`config.mk`:
```
export PLATFORM = sky130hd
export DESIGN_NAME = imem_loader
export DESIGN_NICKNAME = d
export VERILOG_FILES = /design/src/rtl/imem_loader.sv
export SDC_FILE = /design/constraint.sdc
export NUM_CORES = 1
export LEC_CHECK = 0
export BUFFER_PORTS_ARGS = -buffer_cell sky130_fd_sc_hd__buf_2
export CAP_MARGIN = 5
export CORE_UTILIZATION = 50
export CTS_CLUSTER_SIZE = 24
export DETAILED_ROUTE_END_ITERATION = 10
export PLACE_DENSITY = 0.76
export SLEW_MARGIN = 20
export SYNTH_ARGS = -nofsm -noshare
export SYNTH_HDL_FRONTEND = slang
export SYNTH_SLANG_ARGS = --single-unit
```
`constraint.sdc`:
```
create_clock -name clk -period 2.4 [get_ports clk]
set_input_delay 0 -clock clk [delete_from_list [all_inputs] [get_ports clk]]
set_output_delay 0 -clock clk [all_outputs]
set_load 0.01 [all_outputs]
```
`src/rtl/imem_loader.sv`:
```
// Byte-stream program loader: length-prefixed little-endian image in, 32-bit instruction memory writes out.
// Optional trailing checksum word is enabled by defining IMEM_LOADER_CHECKSUM_EN.
module imem_loader #(
  parameter int          DEPTH     = 1024,
  parameter logic [31:0] BASE_ADDR = 32'h0000_0000,
  parameter int          CNT_W     = 11
) (
  input  logic             clk,
  input  logic             reset,
  input  logic             start,
  input  logic             in_valid,
  input  logic [7:0]       in_data,
  output logic             in_ready,
  output logic             mem_we,
  output logic [31:0]      mem_addr,
  output logic [31:0]      mem_wdata,
  output logic             busy,
  output logic             done,
  output logic             error,
  output logic             cpu_run,
  output logic [CNT_W-1:0] words_loaded
);

  typedef enum logic [2:0] {
    S_IDLE, S_LEN, S_DATA, S_WRITE, S_DONE, S_ERR
`ifdef IMEM_LOADER_CHECKSUM_EN
    , S_CHK
`endif
  } state_t;

  localparam logic [31:0] DEPTH_L = 32'(DEPTH);

  state_t           state;
  logic [1:0]       bcnt;
  logic [31:0]      len;
  logic [23:0]      shreg;
  logic             acc;
  logic             last_byte;
  logic [31:0]      word_full;
  logic [CNT_W-1:0] wl_next;
`ifdef IMEM_LOADER_CHECKSUM_EN
  logic [31:0]      sum;
`endif

  assign acc       = in_valid & in_ready;
  assign last_byte = (bcnt == 2'd3);
  // The incoming byte lands on top; earlier bytes have shifted toward bit 0.
  assign word_full = {in_data, shreg};
  assign wl_next   = words_loaded + CNT_W'(1);

  // Byte assembly is pure data; a stale partial word is harmless once bcnt is cleared.
  always_ff @(posedge clk) begin
    if (acc) shreg <= word_full[31:8];
  end

  always_ff @(posedge clk or posedge reset) begin
    if (reset) begin
      state        <= S_IDLE;
      bcnt         <= 2'd0;
      len          <= 32'd0;
      in_ready     <= 1'b0;
      mem_we       <= 1'b0;
      mem_addr     <= 32'd0;
      mem_wdata    <= 32'd0;
      busy         <= 1'b0;
      done         <= 1'b0;
      error        <= 1'b0;
      cpu_run      <= 1'b0;
      words_loaded <= '0;
`ifdef IMEM_LOADER_CHECKSUM_EN
      sum          <= 32'd0;
`endif
    end else begin
      mem_we    <= 1'b0;
      mem_addr  <= 32'd0;
      mem_wdata <= 32'd0;
      if (acc) bcnt <= bcnt + 2'd1;
      case (state)
        S_IDLE, S_DONE, S_ERR: begin
          if (start) begin
            state        <= S_LEN;
            bcnt         <= 2'd0;
            len          <= 32'd0;
            words_loaded <= '0;
            in_ready     <= 1'b1;
            busy         <= 1'b1;
            done         <= 1'b0;
            error        <= 1'b0;
            cpu_run      <= 1'b0;
`ifdef IMEM_LOADER_CHECKSUM_EN
            sum          <= 32'd0;
`endif
          end
        end
        S_LEN: begin
          if (acc && last_byte) begin
            len <= word_full;
            if (word_full == 32'd0) begin
`ifdef IMEM_LOADER_CHECKSUM_EN
              state    <= S_CHK;
`else
              state    <= S_DONE;
              in_ready <= 1'b0;
              busy     <= 1'b0;
              done     <= 1'b1;
              cpu_run  <= 1'b1;
`endif
            end else if (word_full > DEPTH_L) begin
              state    <= S_ERR;
              in_ready <= 1'b0;
              busy     <= 1'b0;
              error    <= 1'b1;
            end else begin
              state <= S_DATA;
            end
          end
        end
        S_DATA: begin
          if (acc && last_byte) begin
            state     <= S_WRITE;
            in_ready  <= 1'b0;
            mem_we    <= 1'b1;
            mem_addr  <= BASE_ADDR + 32'({words_loaded, 2'b00});
            mem_wdata <= word_full;
`ifdef IMEM_LOADER_CHECKSUM_EN
            sum       <= sum + word_full;
`endif
          end
        end
        S_WRITE: begin
          words_loaded <= wl_next;
          in_ready     <= 1'b1;
          if (32'(wl_next) == len) begin
`ifdef IMEM_LOADER_CHECKSUM_EN
            state    <= S_CHK;
`else
            state    <= S_DONE;
            in_ready <= 1'b0;
            busy     <= 1'b0;
            done     <= 1'b1;
            cpu_run  <= 1'b1;
`endif
          end else begin
            state <= S_DATA;
          end
        end
`ifdef IMEM_LOADER_CHECKSUM_EN
        S_CHK: begin
          if (acc && last_byte) begin
            in_ready <= 1'b0;
            busy     <= 1'b0;
            if (word_full == sum) begin
              state   <= S_DONE;
              done    <= 1'b1;
              cpu_run <= 1'b1;
            end else begin
              state <= S_ERR;
              error <= 1'b1;
            end
          end
        end
`endif
        default: begin
          state    <= S_IDLE;
          in_ready <= 1'b0;
          busy     <= 1'b0;
        end
      endcase
    end
  end

endmodule

```
==> impl_metrics.tcl <==
set metrics [dict create \
    cts_clk_pin_slew_worst_paths_ns 0.06 \
    max-slew-margin-rel 0.5235 \
    dp_cells 661 \
    globalRouteTotalUtil 0.2301 \
    wl_met2_um 5583 \
    cts_setup_buffers 0 \
    ff2ff_setup_slack_ns 0.15 \
    cellLeakagePower_nw 2.914 \
    rows 36 \
    critical_path_depth 6 \
    routed_wire_length_per_instance_um 15.85 \
    clock_latency_late_sink_ns 0.52 \
    clock_tree.htree_level_count 4 \
    timing.reg2reg.worst_path_depth 6 \
    clock_sinks 120 \
    async_reset_ff_frac 0.8000 \
    routedLengthMet1_um 4687 \
    antenna_cells 0 \
    timing.critical_path.to_type "flop" \
    final_cells 704 \
    finalClockSkew_ns 0.007357 \
    vias_in_the_first_global_route 3648 \
    worst_ep_required_time_ns 2.77 \
    drt-vias-per-instance 5.277 \
    critical_path.cell_chain "nand3_1 -> nor4_2 -> xnor2_1 -> nand4_1 -> nor3_1 -> a311oi_1" \
    die_area_sq_um 10520 \
    nNetsFinal 572 \
    finalHoldViolCount 0 \
    most-common-layout-cells "96 x sky130_fd_sc_hd__dfrtp_1, 76 x sky130_fd_sc_hd__nand2_1, 71 x sky130_fd_sc_hd__buf_2" \
    die_w_um 102.6 \
    ant_nets 0 \
    grt_max_degree 97 \
    ir_drop_v 0.0004809 \
    yosys_warnings 0 \
    areaGrowthSynthToFinish_pct 22.43 \
    synth_seq_area_share 0.6174 \
    design.portCount 93 \
    initial_core_utilization 0.5175 \
    cp_max_fo 9 \
    worst_pin_slew_ns 0.7093 \
    num_vias 3715 \
    worst_setup_path_endpoint "state[1]$_DFFE_PP0P_" \
    synth_area_per_cell_sq_um 10.79 \
    first_iter_violations 208 \
    yosys_most_used_dff "sky130_fd_sc_hd__dfrtp_1" \
    die_y_um 102.6 \
    detailed_place_hpwl_um 7306 \
    period_share 0.9370 \
    overflow 0 \
    crit_buf_inv 0 \
    floorplan.core_area_sq_um 9774 \
    cp.arrival_ns 2.62 \
    wirelength_um 11160 \
    tritoncts.num_buffers 17 \
    finalSetupViolations 0 \
    timing.critical_path.max_delay_family "simple AND/OR/NAND/NOR gates" \
    finalWeightedCongestion 0.8573 \
    topRoutingLayerUsed "met4" \
    r2r-start "words_loaded[2]$_DFFE_PP0P_" \
    criticalPathCategory "flop to flop" \
    timing.hold.ws_ns 0.1561 \
    proportion_of_layout_cells_with_a_drive_suffix_above_1 0.2277 \
    fmaxAchievable_mhz 444.7 \
    drc_markers 0 \
    ctsLongestPathBuffers 2 \
    critPathMaxStageDelay_ns 0.48 \
    count_of_buffers_from_port_buffering 71 \
    critPathSlowestCell "sky130_fd_sc_hd__dfrtp_1" \
    maxCapViolations 0 \
    mostFrequentLayoutCell "sky130_fd_sc_hd__dfrtp_1" \
    route.met3.wl_um 658 \
    timing.final.crit_period_ns 2.249 \
    first_pass_iters 4 \
    run_status "complete, no violations" \
    p_per_area_nw_per_um2 1067 \
    cts-root-buf "sky130_fd_sc_hd__clkbuf_8" \
    detailed_place.area_sq_um 5520 \
    global_route_wire_length_before_repair_um 17780 \
    finalSetupTns_ns 0 \
    crit-reg2reg-capture "state[1]$_DFFE_PP0P_" \
    number_of_enable_flip_flop_cells_after_synthesis 24 \
    synth_seq_cells 120 \
    fillCellCount 794 \
    timing.hold.worst.class "input port to async pin" \
    timing_max_transition_violations_final 0 \
    cell_area_after_synthesis_sq_um 5059 \
    synthesis.instances 469 \
    setup.worst_path.start "words_loaded[2]$_DFFE_PP0P_" \
    final_area_sq_um 6193 \
    tritoncts "yes" \
    timing.critical_path.from_type "flop" \
    antenna_found_initial 0 \
    synth_cell_types 49 \
]
[routing by layer]
layer,vias up,track usage
met1,1808,0.2962
met2,133,0.3631
met3,20,0.06780
met4,0,0.1011
li1,1754,-
met5,-,0
[flip-flops by register name (all words and copies together) (netlist names), 2 cells and up]
register      count
bcnt              2
len              32
mem_addr         11
mem_wdata        32
shreg            24
state             3
words_loaded     11
[report_power, final]
group / internal (mW) / switching [mW]
sequential: 2.55 / 0.371
clock: 1.38 / 0.921
combinational: 0.566 / 0.825
[stage by stage]
stage                       util  worst slack (ns)  total power [mW]
after floorplan                -           0.07391             3.840
after global placement    0.5648            0.2233             4.245
after detailed placement  0.5648            0.1874             4.313
after CTS                 0.6317            0.1343             6.643
after global routing      0.6336          -0.01395             6.974
final                     0.6336            0.1512             6.610
[synth_stat cells (3+ instances only)]
master | count | area (sq um)
sky130_fd_sc_hd__nand3_1 | 10 | 50.05
sky130_fd_sc_hd__clkbuf_1 | 18 | 67.56
sky130_fd_sc_hd__a21oi_1 | 7 | 35.03
sky130_fd_sc_hd__nor2_1 | 16 | 60.06
sky130_fd_sc_hd__and4_1 | 3 | 26.28
sky130_fd_sc_hd__nand4_1 | 5 | 31.28
sky130_fd_sc_hd__edfxtp_1 | 24 | 720.7
sky130_fd_sc_hd__nor3_1 | 8 | 40.04
sky130_fd_sc_hd__o31ai_1 | 5 | 37.54
sky130_fd_sc_hd__nor4_1 | 13 | 81.33
sky130_fd_sc_hd__a31oi_1 | 4 | 25.02
sky130_fd_sc_hd__o21ai_0 | 54 | 270.3
sky130_fd_sc_hd__xor2_1 | 7 | 61.31
sky130_fd_sc_hd__inv_1 | 10 | 37.54
sky130_fd_sc_hd__dfrtp_1 | 96 | 2402
sky130_fd_sc_hd__or4_1 | 4 | 30.03
sky130_fd_sc_hd__buf_4 | 24 | 180.2
sky130_fd_sc_hd__clkbuf_2 | 3 | 15.01
sky130_fd_sc_hd__xnor2_1 | 8 | 70.07
sky130_fd_sc_hd__and2_1 | 39 | 244.0
sky130_fd_sc_hd__nand2_1 | 76 | 285.3
[how the worst min path moves through the flow]
stage | from | end | slack (ns)
floorplan | in_data[0] | shreg[16]$_DFFE_PP_ | 0.1
global placement | reset | mem_wdata[5]$_DFF_PP0_ | 0.19
detailed placement | reset | mem_wdata[5]$_DFF_PP0_ | 0.19
CTS | reset | mem_wdata[3]$_DFF_PP0_ | 0.19
global route | reset | mem_wdata[16]$_DFF_PP0_ | 0.21
finish | reset | len[31]$_DFFE_PP0P_ | 0.16
[final cells by class]
type	instances	area, sq um	share of cell area
Timing Repair Buffer	98	598.1	0.09657
Tap cell	133	166.4	0.02687
Multi-Input combinational cell	311	1720	0.2778
Clock inverter	14	126.4	0.02040
Sequential cell	120	3123	0.5042
Clock buffer	18	417.9	0.06747
Inverter	10	41.29	0.006667
[kinds of logic (layout without fill, tap and decap cells)]
kind of cell,after synthesis,count (layout),share of synthesized area
adder cells (fa/ha/maj),2,2,0.004946
multiplexers,1,1,0.001979
AND/OR/NAND/NOR,187,187,0.1877
flip-flops,120,120,0.6174
XOR/XNOR,15,15,0.02597
buffers and inverters,58,140,0.06356
AO/OA/AOI/OAI,85,85,0.09770
other,1,21,0.0007413
[worst register-to-register path, cell delays in order, from the launching register on]
cell and delay, ns:
sky130_fd_sc_hd__dfrtp_1 0.48, sky130_fd_sc_hd__nand3_1 0.30, sky130_fd_sc_hd__nor4_2 0.45, sky130_fd_sc_hd__xnor2_1 0.16
sky130_fd_sc_hd__nand4_1 0.17, sky130_fd_sc_hd__nor3_1 0.38, sky130_fd_sc_hd__a311oi_1 0.16
[what timing repair did]
action                     4_1_cts  5_1_grt
setup endpoints to repair        0        3
hold endpoints to repair       127        0
gates resized for setup          0        4
hold buffers                    11        0
Power figures use the tool's default switching activity.
